===== src/rtl/btn_pkg.sv =====
// Shared definitions for the button conditioner: repeat FSM states,
// button index constants and channel count.
package btn_pkg;

  typedef enum logic [1:0] {
    IDLE,
    DELAY,
    REPEAT
  } rep_state_t;

  localparam int unsigned NUM_BTN = 5;

  localparam int unsigned U = 0;
  localparam int unsigned L = 1;
  localparam int unsigned C = 2;
  localparam int unsigned R = 3;
  localparam int unsigned D = 4;

endpackage


===== src/rtl/btn_chan.sv =====
// One button channel: 2-flop synchronizer, tick-sampled debouncer with
// registered press pulse, and an IDLE/DELAY/REPEAT auto-repeat FSM.
module btn_chan
  import btn_pkg::*;
#(
  parameter int unsigned STABLE_CNT = 20,
  parameter int unsigned REPEAT_DLY = 500,
  parameter int unsigned REPEAT_PER = 100
) (
  input  logic clk,
  input  logic rst,
  input  logic btn_raw,
  input  logic tick,
  output logic lvl,
  output logic prs,
  output logic rep
);

  localparam int unsigned RMAX = (REPEAT_DLY > REPEAT_PER) ? REPEAT_DLY : REPEAT_PER;
  localparam int unsigned RW   = $clog2(RMAX + 1);

  localparam logic [7:0]    STB_LAST = 8'(STABLE_CNT - 1);
  localparam logic [RW-1:0] DLY_LAST = RW'(REPEAT_DLY - 1);
  localparam logic [RW-1:0] PER_LAST = RW'(REPEAT_PER - 1);

  logic          sync1;
  logic          sync2;
  logic [7:0]    scnt;
  logic          accept;
  rep_state_t    state;
  rep_state_t    state_nxt;
  logic [RW-1:0] rcnt;
  logic [RW-1:0] rcnt_nxt;
  logic          rep_nxt;

  // Level flips on this tick: synchronized input has differed for STABLE_CNT ticks
  always_comb accept = tick && (sync2 != lvl) && (scnt == STB_LAST);

  // Two-flop synchronizer for the raw asynchronous button
  always_ff @(posedge clk or posedge rst) begin
    if (rst) begin
      sync1 <= 1'b0;
      sync2 <= 1'b0;
    end else begin
      sync1 <= btn_raw;
      sync2 <= sync1;
    end
  end

  // Debouncer: count consecutive differing ticks, flip level and pulse on press
  always_ff @(posedge clk or posedge rst) begin
    if (rst) begin
      scnt <= '0;
      lvl  <= 1'b0;
      prs  <= 1'b0;
    end else begin
      prs <= 1'b0;
      if (tick) begin
        if (sync2 != lvl) begin
          if (scnt == STB_LAST) begin
            scnt <= '0;
            lvl  <= ~lvl;
            prs  <= ~lvl;
          end else begin
            scnt <= scnt + 8'd1;
          end
        end else begin
          scnt <= '0;
        end
      end
    end
  end

  // Repeat FSM state, tick counter and registered repeat pulse
  always_ff @(posedge clk or posedge rst) begin
    if (rst) begin
      state <= IDLE;
      rcnt  <= '0;
      rep   <= 1'b0;
    end else begin
      state <= state_nxt;
      rcnt  <= rcnt_nxt;
      rep   <= rep_nxt;
    end
  end

  // Repeat FSM next state: level edges take priority over tick counting, so a
  // release on a repeat-due tick issues no pulse
  always_comb begin
    state_nxt = state;
    rcnt_nxt  = rcnt;
    rep_nxt   = 1'b0;
    if (accept && !lvl) begin
      state_nxt = DELAY;
      rcnt_nxt  = '0;
      rep_nxt   = 1'b1;
    end else if (accept && lvl) begin
      state_nxt = IDLE;
      rcnt_nxt  = '0;
    end else if (tick) begin
      case (state)
        DELAY: begin
          if (rcnt == DLY_LAST) begin
            state_nxt = REPEAT;
            rcnt_nxt  = '0;
            rep_nxt   = 1'b1;
          end else begin
            rcnt_nxt = rcnt + RW'(1);
          end
        end
        REPEAT: begin
          if (rcnt == PER_LAST) begin
            rcnt_nxt = '0;
            rep_nxt  = 1'b1;
          end else begin
            rcnt_nxt = rcnt + RW'(1);
          end
        end
        default: rcnt_nxt = '0;
      endcase
    end
  end

endmodule


===== src/rtl/btn_cond.sv =====
// Five-button conditioner: shared sample-tick prescaler feeding five
// independent debounce/auto-repeat channels.
module btn_cond
  import btn_pkg::*;
#(
  parameter int unsigned SAMPLE_DIV = 100000,
  parameter int unsigned STABLE_CNT = 20,
  parameter int unsigned REPEAT_DLY = 500,
  parameter int unsigned REPEAT_PER = 100
) (
  input  logic               CLK,
  input  logic               RESET,
  input  logic [NUM_BTN-1:0] BTN,
  output logic [NUM_BTN-1:0] BTN_LVL,
  output logic [NUM_BTN-1:0] BTN_PRS,
  output logic [NUM_BTN-1:0] BTN_REP
);

  localparam int unsigned   PW       = $clog2(SAMPLE_DIV);
  localparam logic [PW-1:0] DIV_LAST = PW'(SAMPLE_DIV - 1);

  logic [PW-1:0] pcnt;
  logic          tick;

  // Sample tick in the single clock where the prescaler sits at its last count
  always_comb tick = (pcnt == DIV_LAST);

  // Prescaler counting 0..SAMPLE_DIV-1 and wrapping
  always_ff @(posedge CLK or posedge RESET) begin
    if (RESET) begin
      pcnt <= '0;
    end else if (tick) begin
      pcnt <= '0;
    end else begin
      pcnt <= pcnt + PW'(1);
    end
  end

  for (genvar i = 0; i < NUM_BTN; i++) begin : g_chan
    btn_chan #(
      .STABLE_CNT(STABLE_CNT),
      .REPEAT_DLY(REPEAT_DLY),
      .REPEAT_PER(REPEAT_PER)
    ) u_chan (
      .clk    (CLK),
      .rst    (RESET),
      .btn_raw(BTN[i]),
      .tick   (tick),
      .lvl    (BTN_LVL[i]),
      .prs    (BTN_PRS[i]),
      .rep    (BTN_REP[i])
    );
  end

endmodule


===== config.mk =====
export PLATFORM = sky130hd
export DESIGN_NAME = btn_cond
export DESIGN_NICKNAME = d
export VERILOG_FILES = /design/src/rtl/btn_pkg.sv /design/src/rtl/btn_chan.sv /design/src/rtl/btn_cond.sv
export SDC_FILE = /design/constraint.sdc
export NUM_CORES = 1
export LEC_CHECK = 0
export CORE_ASPECT_RATIO = 1.1
export CORE_MARGIN = 2
export CORE_UTILIZATION = 60
export DETAILED_ROUTE_END_ITERATION = 7
export HOLD_SLACK_MARGIN = 0.12
export PLACE_DENSITY = 0.8
export SLEW_MARGIN = 25
export SYNTH_ARGS = -nofsm -noshare
export SYNTH_HDL_FRONTEND = slang
export SYNTH_HIERARCHICAL = 1
export SYNTH_SLANG_ARGS = --single-unit

===== constraint.sdc =====
create_clock -name CLK -period 7.6 [get_ports CLK]
set_clock_uncertainty 0.15 [all_clocks]
set_input_delay 1.14 -clock CLK [delete_from_list [all_inputs] [get_ports CLK]]
set_output_delay 1.14 -clock CLK [all_outputs]
set_load 0.02 [all_outputs]

## Word-level counts from Yosys, hierarchy flattened

Cells that the tools add are included.

| cells by class | value |
|---|---|
| multiplexer cells | 111 |
| bitwise logic cells | 5 |
| eq/ne operators | 31 |
| add/subtract/negate cells | 11 |
| reduce and logical (&&, ||, !) cells | 50 |

Operators with widths:

| kind | number |
|---|---|
| 2-to-1 mux 9 bit | 25 |
| case mux 9 bit (2 select lines) | 5 |
| 2-to-1 mux 8 bit | 10 |
| 2-to-1 mux 2 bit | 25 |
| adder 9 x 1 -> 9 bit, second input constant | 5 |
| == test 9 x 7 -> 1 bit, second input constant | 5 |
| == test 9 bit, second input constant | 5 |
| nonzero test 3 bit | 15 |
| adder 8 x 1 -> 8 bit, second input constant | 5 |
| == test 8 x 5 -> 1 bit, second input constant | 5 |
| 2-to-1 mux 1 bit | 40 |
| AND reduction 3 bit | 10 |
| logical AND 1 bit | 20 |
| adder 17 x 1 -> 17 bit, second input constant | 1 |
| == test 17 bit, second input constant | 1 |
| 2-to-1 mux 17 bit | 1 |
| == test 2 x 1 -> 1 bit, second input constant | 5 |
| == test 2 bit, second input constant | 5 |
| case mux 1 bit (2 select lines) | 5 |
| logical NOT 1 bit | 5 |
| inequality test 1 bit | 5 |
| NOT 1 bit | 5 |

| storage, ports and cells | value |
|---|---|
| logic and storage cells | 249 |
| bits of input ports | 7 |
| register bits after elaboration | 137 |

## Depth between registers and ports, before layout

| depth | value |
|---|---|
| depth after elaboration | 6 |
| gate-level depth with buffers | 10 |

## Cells and area by module

Netlist, hierarchy kept.

By module, submodules not included:

| module | cells an instance | area each (µm²) | times used | sequential area each (µm²) |
|---|---|---|---|---|
| btn_chan | 119 | 1280.0 | 5 | 600.6 |
| btn_cond | 75 | 825.8 | 1 | 425.4 |

## Least setup slack after synthesis

OpenSTA, ideal clock, no wires.

| path | value |
|---|---|
| path kind | flip-flop to flip-flop |
| start point | reg pcnt[0] |
| end point | reg g_chan[0].u_chan.scnt[6] |
| stages on the path, launching flop included | 10 |
| slack | 5.208 ns |
| setup time | 0.078 ns |
| arrival | 2.164 ns |
| cells stage by stage | dfrtp_1 -> ha_1 -> nand3_1 -> nor2_1 -> and4_1 -> buf_2 -> clkinv_1 -> a211oi_2 -> a21oi_2 -> o2bb2ai_1 |

| between the ends | value |
|---|---|
| longest elaborated chain between the ends | 1 |

Ends and longest elaborated chain:

| element | RTL line | RTL |
|---|---|---|
| start, declared | btn_cond.sv:22 | `logic [PW-1:0] pcnt;` |
| start signal, assigned | btn_cond.sv:35 | `pcnt <= pcnt + PW'(1);` |
| == test 17 bit | btn_cond.sv:26 | `always_comb tick = (pcnt == DIV_LAST);` |
| via tick | btn_cond.sv:23 | `logic tick;` |
| end signal, assigned | btn_chan.sv:65 | `scnt <= scnt + 8'd1;` |
| end, declared | btn_chan.sv:28 | `logic [7:0] scnt;` |

The timed path passes the listed nets, and every way through them passes these cells.
A chain may end at the register's enable or synchronous reset.

## Worst setup path after layout

| path | value |
|---|---|
| start point | reg pcnt[0] |
| end point | reg g_chan[1].u_chan.scnt[6] |

| between the ends | value |
|---|---|
| longest elaborated chain between the ends | 1 |

Ends and longest elaborated chain:

| element | RTL line |
|---|---|
| == test 17 bit | btn_cond.sv:26 |
| end signal, assigned | btn_chan.sv:65 |
| end, declared | btn_chan.sv:28 |

No other way between the ends.

==> metrics.md <==
| Metric | Value |
|---|---|
| Asr flop ratio synth | 100% |
| Internal reg-to-reg setup slack | 3860 ps |
| Slowest CP cell | and4_4 |
| Fmax | 268 MHz |
| WS Path Type | reg2reg |
| Hold_buf cts | 0 |
| Post-synth cell types | 47 |
| Placer Congestion | just over 0.8 |
| Top-area cell type share of the netlist area | approximately 47% |
| Max incr delay on CP | about 750 ps |
| Critical Path RT | between 7000 and 8000 ps |
| DR WL/cell | 15.6 µm |
| Nets | 728 |
| Final period utilization | approximately 49% |
| Cell Area, Placed | between 7000 and 8000 µm² |
| Crit-path cells | ha_1 > nand3_1 > nor2_1 > and4_4 > buf_4 > clkinv_1 > a211oi_2 > a21oi_2 > o2bb2ai_1 |
| Largest net degree at the start of global routing | slightly below 70 |
| Diodes inserted | 0 |
| Layout area overhead | 12.8% |
| CP Buf/Inv Count | 2 |
| Tmin final | roughly 3700 ps |
| CTS max path bufs | 2 |
| Die width | between 100 and 150 µm |
| Die Y-Extent | between 100 and 150 µm |
| Post-route cell area | 8150 µm² |
| Setup ws final | 3860 ps |
| Syn Nets | 698 |
| Antenna violations before repair | 0 |
| Hpwl dp | ~9100 µm |
| CTS tree | yes |
| Dpl ws | 3890 ps |
| Post-Syn Instances | 670 |
| H-Tree Depth | 4 |
| CTS Sinks | about 140 |
| Hold Path Origin | g_chan[3].u_chan/sync1$_DFF_PP0_ |
| Setup bufs post-CTS | 0 |
| Final TNS setup | 0 ps |
| Port bufs | 21 |
| Core area | 11900 µm² |
| Critical path arrival | 3930 ps |
| Synthesis-stage register bit count | between 100 and 150 |
| Synth Warn # | 6 |
| CP Launch Type | flip-flop |
| Starting density of the core | between 60 and 70% |
| Register area share after synthesis | approximately 47% |
| Routed wire length | between 10000 and 15000 µm |
| Root buffer cell | clkbuf_16 |
| RSZ-0062 raised after global routing | no |
| Origin of the critical flop-to-flop path | pcnt[0]$_DFF_PP0_ |
| Worst slew pin tran | between 900 and 1000 ps |
| First-pass GRT wire length | 24100 µm |
| Worst-Skew Late Latency | 420 ps |
| Hold Violations, Final | 0 |
| Vias in the first global route | around 5400 |
| CP endpoint kind | flip-flop |
| Area occupied by multi-input gates | 3570 µm² |
| DRC Markers | 0 |
| VDD IR max | ~0.13 mV |
| Run status | finished clean |
| GRT Total Usage | 23.4% |
| EDFF count, synth | 0 |
| Worst-path maximum fanout | between 60 and 70 |
| Worst R2R Path Depth | 9 |
| Worst min path class | reg2reg |
| Layout cells sized above 1 | approximately an eighth |
| Slew margin rel. | about two fifths |
| Leak | roughly 3.5 nW |
| Overall die area | roughly 13000 µm² |
| Fillers | between 800 and 900 |
| Grt ovf | 0 |
| TritonRoute pass-1 iters | 4 |
| Worst Hold End | g_chan[3].u_chan/sync2$_DFF_PP0_ |
| Power Density | around 190 nW/µm² |
| R2r endpoint | g_chan[1].u_chan/scnt[6]$_DFFE_PP0P_ |
| CP top delay family | simple AND/OR/NAND/NOR gates |
| Main synth FF type | dfrtp_1 |
| Via count | between 5000 and 6000 |
| CTS buffer count | 17 |
| Synthesized area | slightly above 7000 µm² |
| Starting DRT DRC Count | roughly 330 |
| FF+latch area | about 3400 µm² |
| # setup viols final | 0 |
| Tot Pwr | approximately 0.0015 W |
| WHS Path Cells | 0 |
| Row cnt | 42 |
| Avg Inst Size Synth | 10.8 µm² |
| PostCTS Resize Cnt | 0 |
| Vias/cell | 6.04 |
| Post-synth top area cell | dfrtp_1 |
| Maxcap violations | 0 |
| Top cells by area, synth | dfrtp_1 (47%), xnor2_1 (5.0%), ha_1 (3.6%) |
| Routed Antenna Nets | 0 |
| Boundary Pins | 22 |
| Clock slew at reported path FFs | about 50 ps |
| Slew Viols, Final | 0 |
-- how the worst max path moves through the flow --
stage	start	to	slack, ps	cells after the start
floorplan	pcnt[0]$_DFF_PP0_	g_chan[0].u_chan/scnt[6]$_DFFE_PP0P_	5210	9
global placement	pcnt[0]$_DFF_PP0_	g_chan[3].u_chan/scnt[6]$_DFFE_PP0P_	4070	9
detailed placement	pcnt[0]$_DFF_PP0_	g_chan[3].u_chan/scnt[2]$_DFFE_PP0P_	3890	9
CTS	pcnt[0]$_DFF_PP0_	g_chan[1].u_chan/scnt[6]$_DFFE_PP0P_	3850	9
global route	pcnt[0]$_DFF_PP0_	g_chan[1].u_chan/scnt[6]$_DFFE_PP0P_	3560	9
finish	pcnt[0]$_DFF_PP0_	g_chan[1].u_chan/scnt[6]$_DFFE_PP0P_	3860	9
-- synthesized netlist by cell type, drive strengths merged, types with 12 or more instances --
cell	count
inv	43
xor2	24
nand3	35
dfrtp	137
a22o	20
and4	12
a21oi	30
o2bb2ai	15
ha	21
and3	15
xnor2	41
nor3	15
nand4	25
o21ai	35
nand2	40
nor2	35
-- report_power, final --
part | leakage [nW] | switching (W) | internal (W) | total, W
clock | 0.277 | 0.000294 | 0.000482 | 0.000776
combinational | 1.37 | 0.0000171 | 0.00000424 | 0.0000213
sequential | 1.88 | 0.00000154 | 0.000733 | 0.000734
total | 3.53 | 0.000312 | 0.00122 | 0.00153
-- registers in the layout (all words and copies together), names as in the netlist --
register             count
g_chan.u_chan/scnt      40
g_chan.u_chan/rep        5
g_chan.u_chan/prs        5
pcnt                    17
g_chan.u_chan/state     10
g_chan.u_chan/lvl        5
g_chan.u_chan/sync2      5
g_chan.u_chan/sync1      5
g_chan.u_chan/rcnt      45
-- cells by family after synthesis --
| family | share of synthesized area (%) |
|---|---|
| buffers and inverters | 3.17 |
| XOR/XNOR | 7.88 |
| flip-flops | 47.4 |
| multiplexers | 0.693 |
| AO/OA/AOI/OAI | 17.4 |
| adder cells (fa/ha/maj) | 3.64 |
| AND/OR/NAND/NOR | 19.8 |
-- per-stage QoR --
step / instances / util [%] / hold slack [ps]
final: 867 / 68.6 / 197
after global routing: 867 / 68.6 / 204
after CTS: 867 / 68.6 / 199
after detailed placement: 835 / 63.9 / 187
after global placement: 835 / 63.9 / 182
after floorplan: 670 / - / 181
-- layout by cell type (no fill, tap or decap), types with 6 or more instances in the layout --
| master | instances |
|---|---|
| clkinv_1 | 7 |
| o21ai_1 | 20 |
| a21oi_1 | 25 |
| nor3b_2 | 10 |
| nor3_1 | 15 |
| clkdlybuf4s50_1 | 21 |
| dfrtp_1 | 137 |
| inv_1 | 41 |
| nand4_1 | 19 |
| nand2_1 | 40 |
| nor2b_1 | 6 |
| ha_1 | 21 |
| a31oi_1 | 10 |
| xnor2_1 | 41 |
| clkbuf_16 | 17 |
| nand2b_1 | 10 |
| and4_1 | 11 |
| o21ai_0 | 10 |
| o2bb2ai_1 | 15 |
| nor2_1 | 30 |
| and3_1 | 15 |
| nand3_1 | 35 |
| a22o_1 | 20 |
| xor2_1 | 24 |
-- routing by layer --
| layer | vias up | wire (µm) | GRT usage (%) |
|---|---|---|---|
| met5 | - | 0 | 0 |
| met4 | 0 | 209 | 8.73 |
| met3 | 22 | 528 | 6.29 |
| met2 | 100 | 6840 | 39.1 |
| met1 | 2593 | 5920 | 29.0 |
| li1 | 2524 | - | - |
-- layout make-up --
| type | count | area share [%] |
|---|---|---|
| flip-flops and latches | 137 | 42.1 |
| well taps | 154 | 2.36 |
| repair buffers | 22 | 2.67 |
| clock inverters | 7 | 0.814 |
| inverters | 48 | 2.21 |
| multi-input cells | 474 | 43.8 |
| clock buffers | 25 | 6.08 |
No activity file was read; power rests on OpenSTA's default activity.
